--- config.mk ---
export PLATFORM = sky130hd
export DESIGN_NAME = controlador_lavagem_flat
export DESIGN_NICKNAME = d
export VERILOG_FILES = /design/src/rtl/controlador_lavagem_if.sv /design/src/rtl/controlador_lavagem.sv /design/src/flat_wrapper.sv
export SDC_FILE = /design/constraint.sdc
export NUM_CORES = 1
export LEC_CHECK = 0
export BUFFER_PORTS_ARGS = -buffer_cell sky130_fd_sc_hd__buf_2
export CORE_MARGIN = 10
export CORE_UTILIZATION = 55
export CTS_CLUSTER_SIZE = 30
export DETAILED_ROUTE_END_ITERATION = 10
export GPL_ROUTABILITY_DRIVEN = 0
export GPL_TIMING_DRIVEN = 0
export PLACE_DENSITY_LB_ADDON = 0.2
export SLEW_MARGIN = 5
export SYNTH_ARGS = -nofsm -noshare
export SYNTH_HDL_FRONTEND = slang
export SYNTH_SLANG_ARGS = --single-unit
--- constraint.sdc ---
create_clock -name clk -period 5.7 [get_ports clk]
set_input_delay 0.855 -clock clk [delete_from_list [all_inputs] [get_ports clk]]
set_output_delay 0.855 -clock clk [all_outputs]
set_load 0.01 [all_outputs]
--- src/rtl/controlador_lavagem_if.sv ---
// Signal bundle between the washing-machine controller and its plant:
// start/lid/level sensors in, actuator commands and status out.
interface controlador_lavagem_if;
    logic       iniciar;
    logic       tampa_aberta;
    logic       nivel_cheio;
    logic       nivel_vazio;
    logic       valvula_entrada;
    logic       bomba_saida;
    logic       lavar;
    logic       centrifugar_en;
    logic [3:0] fase;
    logic       concluido;
    logic       erro;

    // Plant / operator side: drives sensors and start, observes actuators.
    modport master (
        output iniciar, tampa_aberta, nivel_cheio, nivel_vazio,
        input  valvula_entrada, bomba_saida, lavar, centrifugar_en,
        input  fase, concluido, erro
    );

    // Controller side.
    modport slave (
        input  iniciar, tampa_aberta, nivel_cheio, nivel_vazio,
        output valvula_entrada, bomba_saida, lavar, centrifugar_en,
        output fase, concluido, erro
    );
endinterface

--- src/rtl/controlador_lavagem.sv ---
// Washing-machine cycle controller: fill, wash, drain, fill, rinse, drain,
// spin, done. One shared 8-bit phase counter times the agitation/spin phases
// and the fill/drain timeouts. An open lid pauses the cycle in place.
module controlador_lavagem #(
    parameter int unsigned T_LAVAR      = 10,
    parameter int unsigned T_ENXAGUE    = 6,
    parameter int unsigned T_CENTRIF    = 5,
    parameter int unsigned T_MAX_ENCHER = 20
) (
    input  logic                  clk,
    input  logic                  rst,
    controlador_lavagem_if.slave  bus
);

    typedef enum logic [3:0] {
        PARADO      = 4'd0,
        ENCHER1     = 4'd1,
        LAVAR       = 4'd2,
        DRENAR1     = 4'd3,
        ENCHER2     = 4'd4,
        ENXAGUAR    = 4'd5,
        DRENAR2     = 4'd6,
        CENTRIFUGAR = 4'd7,
        FIM         = 4'd8,
        ERRO        = 4'd9
    } estado_t;

    // Terminal counts: a phase of length T ends on the active cycle where
    // the counter reads T-1.
    localparam logic [7:0] LIM_LAVAR    = 8'(T_LAVAR - 1);
    localparam logic [7:0] LIM_ENXAGUE  = 8'(T_ENXAGUE - 1);
    localparam logic [7:0] LIM_CENTRIF  = 8'(T_CENTRIF - 1);
    localparam logic [7:0] LIM_ENCHER   = 8'(T_MAX_ENCHER - 1);

    estado_t    estado_q, estado_d;
    logic [7:0] cont_q, cont_d;
    logic       pausado_q, pausado_d;
    logic       em_ciclo;
    logic       ativo;

    // State, counter and pause flag registers with synchronous reset.
    always_ff @(posedge clk) begin
        if (rst) begin
            estado_q  <= PARADO;
            cont_q    <= 8'd0;
            pausado_q <= 1'b0;
        end else begin
            estado_q  <= estado_d;
            cont_q    <= cont_d;
            pausado_q <= pausado_d;
        end
    end

    // Next-state, counter and output decode; outputs depend only on
    // registered state and the pause flag.
    always_comb begin
        estado_d   = estado_q;
        cont_d     = cont_q;
        pausado_d  = 1'b0;

        bus.valvula_entrada = 1'b0;
        bus.bomba_saida     = 1'b0;
        bus.lavar           = 1'b0;
        bus.centrifugar_en  = 1'b0;
        bus.concluido       = 1'b0;
        bus.erro            = 1'b0;
        bus.fase            = estado_q;

        em_ciclo = (estado_q >= ENCHER1) && (estado_q <= CENTRIFUGAR);
        ativo    = em_ciclo && !pausado_q;
        if (em_ciclo) begin
            pausado_d = bus.tampa_aberta;
        end

        case (estado_q)
            PARADO: begin
                if (bus.iniciar && !bus.tampa_aberta) begin
                    estado_d = ENCHER1;
                end
            end
            ENCHER1, ENCHER2: begin
                bus.valvula_entrada = !pausado_q;
                if (ativo) begin
                    // Sensor wins over a coincident timeout.
                    if (bus.nivel_cheio) begin
                        estado_d = (estado_q == ENCHER1) ? LAVAR : ENXAGUAR;
                    end else if (cont_q == LIM_ENCHER) begin
                        estado_d = ERRO;
                    end else begin
                        cont_d = cont_q + 8'd1;
                    end
                end
            end
            DRENAR1, DRENAR2: begin
                bus.bomba_saida = !pausado_q;
                if (ativo) begin
                    if (bus.nivel_vazio) begin
                        estado_d = (estado_q == DRENAR1) ? ENCHER2 : CENTRIFUGAR;
                    end else if (cont_q == LIM_ENCHER) begin
                        estado_d = ERRO;
                    end else begin
                        cont_d = cont_q + 8'd1;
                    end
                end
            end
            LAVAR: begin
                bus.lavar = !pausado_q;
                if (ativo) begin
                    if (cont_q == LIM_LAVAR) begin
                        estado_d = DRENAR1;
                    end else begin
                        cont_d = cont_q + 8'd1;
                    end
                end
            end
            ENXAGUAR: begin
                bus.lavar = !pausado_q;
                if (ativo) begin
                    if (cont_q == LIM_ENXAGUE) begin
                        estado_d = DRENAR2;
                    end else begin
                        cont_d = cont_q + 8'd1;
                    end
                end
            end
            CENTRIFUGAR: begin
                bus.centrifugar_en = !pausado_q;
                if (ativo) begin
                    if (cont_q == LIM_CENTRIF) begin
                        estado_d = FIM;
                    end else begin
                        cont_d = cont_q + 8'd1;
                    end
                end
            end
            FIM: begin
                bus.concluido = 1'b1;
                estado_d      = PARADO;
            end
            ERRO: begin
                // Only reset leaves the fault state.
                bus.erro = 1'b1;
            end
            default: begin
                estado_d = PARADO;
            end
        endcase

        // Every phase starts counting from zero.
        if (estado_d != estado_q) begin
            cont_d = 8'd0;
        end
    end

endmodule

--- src/flat_wrapper.sv ---
// flat-port wrapper written by rule: the top's interface ports become plain ports
module controlador_lavagem_flat 
#(
    parameter int unsigned T_LAVAR      = 10,
    parameter int unsigned T_ENXAGUE    = 6,
    parameter int unsigned T_CENTRIF    = 5,
    parameter int unsigned T_MAX_ENCHER = 20
)
  (clk, rst, bus_iniciar, bus_tampa_aberta, bus_nivel_cheio, bus_nivel_vazio, bus_valvula_entrada, bus_bomba_saida, bus_lavar, bus_centrifugar_en, bus_fase, bus_concluido, bus_erro);
  controlador_lavagem_if bus_i ();
  input  logic clk;
  input  logic rst;
  input wire logic [$bits(bus_i.iniciar)-1:0] bus_iniciar;
  input wire logic [$bits(bus_i.tampa_aberta)-1:0] bus_tampa_aberta;
  input wire logic [$bits(bus_i.nivel_cheio)-1:0] bus_nivel_cheio;
  input wire logic [$bits(bus_i.nivel_vazio)-1:0] bus_nivel_vazio;
  output wire logic [$bits(bus_i.valvula_entrada)-1:0] bus_valvula_entrada;
  output wire logic [$bits(bus_i.bomba_saida)-1:0] bus_bomba_saida;
  output wire logic [$bits(bus_i.lavar)-1:0] bus_lavar;
  output wire logic [$bits(bus_i.centrifugar_en)-1:0] bus_centrifugar_en;
  output wire logic [$bits(bus_i.fase)-1:0] bus_fase;
  output wire logic [$bits(bus_i.concluido)-1:0] bus_concluido;
  output wire logic [$bits(bus_i.erro)-1:0] bus_erro;
  assign bus_i.iniciar = bus_iniciar;
  assign bus_i.tampa_aberta = bus_tampa_aberta;
  assign bus_i.nivel_cheio = bus_nivel_cheio;
  assign bus_i.nivel_vazio = bus_nivel_vazio;
  assign bus_valvula_entrada = bus_i.valvula_entrada;
  assign bus_bomba_saida = bus_i.bomba_saida;
  assign bus_lavar = bus_i.lavar;
  assign bus_centrifugar_en = bus_i.centrifugar_en;
  assign bus_fase = bus_i.fase;
  assign bus_concluido = bus_i.concluido;
  assign bus_erro = bus_i.erro;
  controlador_lavagem #(.T_LAVAR(T_LAVAR), .T_ENXAGUE(T_ENXAGUE), .T_CENTRIF(T_CENTRIF), .T_MAX_ENCHER(T_MAX_ENCHER)) u_core (.clk(clk), .rst(rst), .bus(bus_i));
endmodule
Yosys cells after proc, flatten, opt, wreduce, memory -nomap -nowiden
Index checks and enable logic that the tools add are counted.

Bits in registers: 13. Output and inout bits: 10. Word-level logic and storage cells: 77.

Add/sub/neg operators: 1. $lt $le $gt $ge: 2. Equal/unequal tests: 24. Mux-type cells: 33. Bitwise logic cells: 1. Reductions and logical operators: 13.

Operators with widths (number): 8-bit two-way mux (11); 4-bit two-way mux (12); 8-bit case mux with 5 select lines (1); 4-bit case mux with 7 select lines (1); 4-bit by 3-bit equality test with 1-bit output (second input constant) (4); 8-bit by 3-bit equality test with 1-bit output (second input constant) (2); 11-bit AND reduction (1); 2-bit by 1-bit != test with 1-bit output (second input constant) (5); 2-bit != test (second input constant) (5); 2-bit OR reduction (5); 8-bit by 1-bit adder with 8-bit output (second input constant) (1); 4-bit by 2-bit equality test with 1-bit output (second input constant) (2); 4-bit equality test (second input constant) (2); 8-bit by 4-bit equality test with 1-bit output (second input constant) (1); 8-bit by 5-bit equality test with 1-bit output (second input constant) (1); 1-bit two-way mux (6); 5-bit nonzero test (1); 4-bit by 1-bit equality test with 1-bit output (second input constant) (1); 4-bit by 1-bit >= comparator with 1-bit output (second input constant) (1); 4-bit by 3-bit less-or-equal comparator with 1-bit output (second input constant) (1); 4-bit logical NOT (1); 4-bit != test (1); 1-bit logical AND (3); 3-bit two-way mux (1); 3 further kinds (4).

Longest topological paths before layout
Gate-level depths: netlist (run 1).

Depth in word-level cells: 7. Mapped depth: 8.

Least setup slack after synthesis (run 1)
OpenSTA, ideal clock, no wires.

Path type: flip-flop to output port. From: reg u_core.estado_q[1] (netlist: u_core.bus.fase[1]). To: out bus_lavar. Data arrival time: 1.305 ns. Data required time: 4.845 ns. Path slack: 3.540 ns. Stages on the path, launching flop included: 6. Path buffers: 2. Cells stage by stage: dfxtp_1 > clkbuf_1 > buf_2 > nor3b_1 > a21oi_1 > nor3_1.

Cells in the longest elaborated chain, start to end: 3.

Ends and longest elaborated chain: start: declaration (line controlador_lavagem.sv:35) `estado_t estado_q, estado_d;`; start signal: assignment (line controlador_lavagem.sv:48) `estado_q <= estado_d;`; 4-bit by 2-bit equality test with 1-bit output / 4-bit by 3-bit equality test with 1-bit output (equally long branches) (line controlador_lavagem.sv:75) `case (estado_q)`; 2-bit OR reduction (no source line) *; 1-bit two-way mux *; end: declaration (line flat_wrapper.sv:19) `output wire logic [$bits(bus_i.lavar)-1:0] bus_lavar;`.

Every way passes the cells marked *; elsewhere a longest branch is shown, timed or not.

Worst setup path in the final report (run 1)
Ends and elaborated chain as after synthesis.

==> flow_metrics.py, run 1 <==
metrics = {
    "yosys": {
        "synth_area_sq_um": 1140,
        "synthTopCellsByArea": "dfxtp_1, nor2_1, xor2_1",
        "ys_top_cells_by_count": "nor2_1, dfxtp_1, nand2_1, nor2b_1, xor2_1",
        "synth_edf_count": 0,
        "synth_seq_cells": 13,
        "syn_inst": 144,
        "ys_seq_area_share_pct": 22.8,
        "yosysMostFrequentCell": "nor2_1",
        "synth_top_cell_by_area": "dfxtp_1",
        "avgSynthCellArea_sq_um": 7.93,
        "synth_warnings": 0,
        "ys.flop_type": "dfxtp_1",
        "syn_nets": 153,
        "yosys.cell_types.count": 50,
        "synthArstFlopShare_pct": 0,
        "synth_top_area_share_pct": 22.8,
    },
    "setup_path": {
        "crit_top_cell": "buf_2",
        "startpoint_type": "flip-flop",
        "required_ns": 4.85,
        "r2r_slack_ns": 3.44,
        "endpoint_kind": "output pin",
        "worstSetupPathType": "reg2out",
        "cp_cell_sequence": "clkbuf_1 -> buf_2 -> nor3b_1 -> a21oi_1 -> nor3_1 -> buf_2",
        "cpPeakStageDelay_ns": 0.33,
        "crit_buf_inv": 3,
        "cp.arrival_ns": 1.80,
        "reg2reg_from": "u_core.cont_q[0]",
        "worstReg2RegEnd": "u_core.cont_q[6]",
        "crit_path_max_fanout": 10,
        "r2r_cells": 7,
        "cp_top_family": "buffers and inverters",
        "slowest_stage": "dfxtp_1",
    },
    "clock_tree": {
        "cts_inserted_buffers": 3,
        "cts_resized": 0,
        "clk_latency_ns": 0.28,
        "postCtsHoldBufs": 0,
        "clock_path_buffers": 2,
        "root_buffer": "clkbuf_4",
        "path_clk_slew_ns": 0.08,
        "cts_tree": "done",
        "post_cts_buffers": 0,
        "h-tree-depth": 1,
        "cts.sinks": 13,
    },
    "flow_run": {
        "max_cap_viol_count": 0,
    },
    "grt": {
        "grt_pass1_wl_um": 4900,
        "antenna_found_initial": 0,
        "grt_remaining_overflow": 0,
        "grt_max_degree": 11,
        "grt_usage_pct": 13.5,
        "grt_pass1_vias": 1100,
    },
    "sta": {
        "min_period_ns": 2.66,
        "relSlewSlack_pct": 66.1,
        "timing.setup.tns_ns": 0,
        "layout_setup_ws_ns": 3.04,
        "finalHoldViolCount": 0,
        "fin_skew_ns": 0.00253,
        "fmax_ghz": 0.376,
        "drv_slew": 0,
        "finalSetupViolations": 0,
        "period_share_pct": 46.6,
        "grt_setup_unrepaired": "false",
        "holdWs_ns": 0.560,
        "worst_slew_pin_slew_ns": 0.505,
    },
    "power": {
        "power.total_mw": 0.178,
        "ir_drop_v": 0.000132,
        "power.density_nw_per_um2": 139,
        "p_leak_nw": 0.500,
    },
    "routing": {
        "routedWlPerCell_um": 15.4,
        "first_pass_iters": 4,
        "dr_total_vias": 1186,
        "postRouteAntennaNets": 0,
        "wl_um": 2920,
        "drc": 0,
        "first_iter_violations": 135,
        "viasPerCell": 6.24,
    },
    "placed_design": {
        "portBuffers": 15,
        "placed_area_sq_um": 1250,
        "dp_hpwl_um": 2230,
        "dp_cells": 186,
        "dpl_worst_slack_ns": 3.28,
    },
    "worst_hold_path": {
        "hold_path_class": "reg2reg",
        "holdPathStages": 2,
        "min_to": "u_core.cont_q[7]",
        "min-delay-start": "u_core.cont_q[7]",
    },
    "final_layout": {
        "syn_to_final_growth_pct": 11.8,
        "utilization_pct": 65.1,
        "stdcell_count": 190,
        "antenna_cells": 0,
        "nets": 173,
        "fillCellCount": 188,
        "drive_above_1_share_pct": 20.2,
        "final_area_sq_um": 1280,
    },
    "floorplan": {
        "die-area_sq_um": 4300,
        "num_rows": 16,
        "start_util_pct": 58.2,
        "die_h_um": 65.6,
        "dieWidth_um": 65.6,
        "coreArea_sq_um": 1960,
        "boundaryPins": 16,
    },
    "outcome": {
        "status": "completed",
    },
}
==> sequential cells by signal (all words and copies together) (netlist names) <==
register and flops:
u_core.cont_q 8, u_core.pausado_q 1, u_core.bus.fase 4
==> logic make-up after synthesis <==
logic type | Yosys count | share of synthesized area, %
adder cells (fa/ha/maj) | 3 | 3.29
AO/OA/AOI/OAI | 29 | 21.4
buffers and inverters | 12 | 4.27
flip-flops | 13 | 22.8
AND/OR/NAND/NOR | 77 | 40.4
multiplexers | 2 | 1.75
XOR/XNOR | 8 | 6.13
==> metal layers <==
layer	global-route usage, %	up-vias	part of all wire (%)
met5	0	-	0
met4	5.08	0	1.7
met3	3.90	7	11
met2	22.6	65	46
met1	15.9	538	41
li1	-	576	-
==> cells in the final DEF (no fill, tap or decap), drive strengths merged, types with 3 or more instances in the layout <==
master	netlist	final
nor2	19	19
inv	5	5
and3	4	4
o21ai	5	5
ha	3	3
nand3b	3	3
nor3b	3	3
a21oi	4	4
a31oi	3	3
nor4	4	4
nand2	8	8
dfxtp	13	13
xor2	6	6
nand3	4	4
clkbuf	3	7
nor2b	8	8
nand2b	4	4
nand4	4	4
nor3	5	5
buf	4	19
==> worst max path at each step <==
stage / startpoint / end / cells after the start
2_1_floorplan: u_core.bus.fase[1] / bus_lavar / 5
3_3_place_gp: bus_tampa_aberta / u_core.cont_q[6] / 7
3_5_place_dp: bus_tampa_aberta / u_core.cont_q[0] / 7
4_1_cts: u_core.bus.fase[1] / bus_lavar / 6
5_1_grt: u_core.bus.fase[1] / bus_lavar / 6
6_report: u_core.bus.fase[1] / bus_lavar / 6
==> final cells by class <==
| cell class | count | area, sq um | share of cell area (%) |
|---|---|---|---|
| plain buffers | 7 | 30.0 | 2.35 |
| clock buffers | 4 | 26.3 | 2.06 |
| inverters | 5 | 18.8 | 1.47 |
| multi-input cells | 119 | 833 | 65.2 |
| flip-flops and latches | 13 | 260 | 20.4 |
| well taps | 27 | 33.8 | 2.64 |
| repair buffers | 15 | 75.1 | 5.88 |
==> tightest hold or removal path, delay by kind of cell, from the launching register on <==
kind          cells  cell delay (ns)
xor+xnor          1             0.08
flops             1             0.38
simple gates      1             0.07
==> power breakdown <==
part / total (mW) / switching, mW / internal, mW
clock: 0.0588 / 0.0316 / 0.0272
combinational: 0.0266 / 0.0161 / 0.0106
sequential: 0.0924 / 0.000835 / 0.0916
No activity file was read; power rests on OpenSTA's default activity.
==> run 2, diff against run 1 <==
Settings changed: ABC_AREA set to 1, CORE_UTILIZATION 55 to 53.
Clock period 5.7 ns to 2.4 ns, I/O delays scaled along.
==> run 2 against run 1 <==
Sequential share of layout area shrank 3.6 points; critical path depth is 1 higher; total power rose to 2.6 times the previous value; register-to-register slack lost 2.9 ns; final cell count is 48% higher; critical endpoint is now bus_valvula_entrada; largest cell class unchanged; largest power group unchanged.
==> flow_metrics.py, run 2 <==
metrics = {
    "clock_tree": {
        "clock_path_buffers": 2,
        "cts_resized": 0,
        "path_clk_slew_ns": 0.09,
        "clk_latency_ns": 0.28,
        "post_cts_buffers": 0,
        "cts.sinks": 13,
        "h-tree-depth": 1,
        "cts_inserted_buffers": 3,
        "cts_tree": "done",
        "root_buffer": "clkbuf_4",
        "postCtsHoldBufs": 0,
    },
    "yosys": {
        "synthArstFlopShare_pct": 0,
        "yosys.area_share.simple_pct": 58.9,
        "avgSynthCellArea_sq_um": 6.09,
        "synth_top_family_by_area": "simple AND/OR/NAND/NOR gates",
        "synth_top_area_share_pct": 18.6,
        "syn_nets": 241,
        "synth_warnings": 0,
        "synth_area_sq_um": 1410,
        "yosysMostFrequentCell": "nand2_1",
        "synth_seq_cells": 13,
        "ys_seq_area_share_pct": 18.4,
        "synth-xor-area-share_pct": 3.10,
        "yosys.cell_types.count": 26,
        "synth_compound_area_share_pct": 6.20,
        "syn_inst": 232,
        "ys_top_cells_by_count": "nand2_1, inv_1, nor2_1",
        "muxShareOfSynthArea_pct": 0,
        "synthTopCellsByArea": "nand2_1, dfxtp_1, inv_1",
        "synthAdderAreaFrac_pct": 2.66,
        "synth_top_cell_by_area": "nand2_1",
        "ys.flop_type": "dfxtp_1",
        "synth_edf_count": 0,
    },
    "setup_path": {
        "endpoint_kind": "output pin",
        "cp_cell_sequence": "inv_2 -> nor2_2 -> nand2_2 -> nand2_4 -> inv_2 -> nor2_1 -> buf_2",
        "crit_top_cell": "inv_2",
        "required_ns": 2.04,
        "crit_path_max_fanout": 8,
        "cp.arrival_ns": 1.50,
        "startpoint_type": "flip-flop",
        "slowest_stage": "dfxtp_1",
        "cpPeakStageDelay_ns": 0.50,
        "worstSetupPathType": "reg2out",
    },
    "final_layout": {
        "top_register": "u_core.cont_q",
        "nets": 261,
        "final_common_cell": "nand2_1",
        "drive_above_1_share_pct": 26.3,
        "utilization_pct": 62.1,
        "antenna_cells": 0,
        "syn_to_final_growth_pct": 9.92,
        "fillCellCount": 269,
        "stdcell_count": 281,
        "final_cell_mix": "nand2_1, inv_1, nor2_1, buf_2",
        "largest_reg_flops": 8,
    },
    "power": {
        "ir_drop_v": 0.000322,
        "power.density_nw_per_um2": 295,
        "p_leak_nw": 0.768,
    },
    "floorplan": {
        "die-area_sq_um": 5130,
        "start_util_pct": 56.5,
        "coreArea_sq_um": 2500,
        "num_rows": 18,
        "boundaryPins": 16,
        "dieWidth_um": 71.6,
        "die_h_um": 71.6,
    },
    "sta": {
        "grt_setup_unrepaired": "false",
        "fmax_ghz": 0.536,
        "finalSetupViolations": 0,
        "timing.setup.tns_ns": 0,
        "worst_slew_pin_slew_ns": 0.407,
        "min_period_ns": 1.86,
        "finalHoldViolCount": 0,
        "fin_skew_ns": 0.00460,
        "drv_slew": 0,
        "period_share_pct": 77.7,
        "relSlewSlack_pct": 72.6,
    },
    "placed_design": {
        "dp_cells": 277,
        "dp_hpwl_um": 2730,
        "portBuffers": 15,
    },
    "routing": {
        "postRouteAntennaNets": 0,
        "routedWlPerCell_um": 12.3,
        "drc": 0,
        "dr_total_vias": 1489,
        "viasPerCell": 5.30,
        "first_pass_iters": 5,
        "wl_um": 3440,
        "first_iter_violations": 102,
    },
    "flow_run": {
        "max_cap_viol_count": 0,
    },
    "grt": {
        "grt_max_degree": 11,
        "grt_pass1_wl_um": 6120,
        "antenna_found_initial": 0,
        "grt_usage_pct": 13.9,
        "grt_remaining_overflow": 0,
        "grt_pass1_vias": 1367,
    },
    "worst_hold_path": {
        "hold_path_class": "in2reg",
    },
    "outcome": {
        "status": "completed",
    },
}
run 2: cell count changes in the layout (fill, tap and decap cells not counted), sizes merged, moves of 8 or more:
cell / delta
inv: +28
nand2: +76
nor2b: -8
nand3: +11
nand4: +8
nor2: +17
run 2: final timing paths:
| check | startpoint | endpoint | slack (ns) | cells past startpoint |
|---|---|---|---|---|
| worst min-delay path | rst | u_core.pausado_q | 0.30 | 2 |
| worst min register to register | u_core.cont_q[1] | u_core.cont_q[1] | 0.58 | 4 |
| worst max register to register | u_core.bus.fase[1] | u_core.cont_q[0] | 0.56 | 10 |
| worst max-delay path | u_core.bus.fase[0] | bus_valvula_entrada | 0.54 | 7 |
run 2: cell type report:
cell class | instances | area (sq um) | area share [%]
buffer | 3 | 27.5 | 1.77
sequential | 13 | 260 | 16.8
clock inverter | 1 | 5.00 | 0.322
multi-input combinational | 183 | 1000 | 64.5
clock buffer | 3 | 22.5 | 1.45
timing repair buffer | 15 | 75.1 | 4.83
inverter | 33 | 124 | 7.98
tap | 30 | 37.5 | 2.42
run 2: report_power, final:
part           switching (mW)  leakage (nW)  internal [mW]  total, mW
registers             0.00517         0.105          0.218      0.224
logic                  0.0671         0.646         0.0282     0.0954
clock network          0.0776        0.0177         0.0618      0.139
run 2: critical path, delay by kind of cell, from the launching register on:
family	cells	cell delay, ns
and+or+nand+nor	4	0.39
DFF	1	0.50
buffers and inverters	3	0.34
run 2: cells by family (layout without fill, tap and decap cells):
kind of cell               Yosys count  in the layout
and+or+nand+nor                    159            159
buffers and inverters               36             55
AOI/OAI and AO/OA                   16             16
DFF                                 13             13
xor gates and xnor gates             5              5
adders and majority gates            3              3
run 2: metal layers:
metal / GRT usage [%] / part of all wire (%) / vias up
li1: - / - / 775
met2: 19.9 / 43 / 46
met4: 2.58 / 0.49 / 0
met1: 20.0 / 48 / 666
met5: 0 / 0 / -
met3: 3.86 / 8.2 / 2
run 2: stage by stage:
stage          setup WS, ns  hold WS (ns)  total power, mW  cell area (sq um)
5_1_grt               0.331         0.293            0.485               1550
2_1_floorplan         0.759         0.437            0.296               1410
3_3_place_gp          0.597         0.557            0.322               1530
3_5_place_dp          0.585         0.566            0.323               1530
4_1_cts               0.540         0.281            0.466               1550
6_report              0.535         0.301            0.458               1550
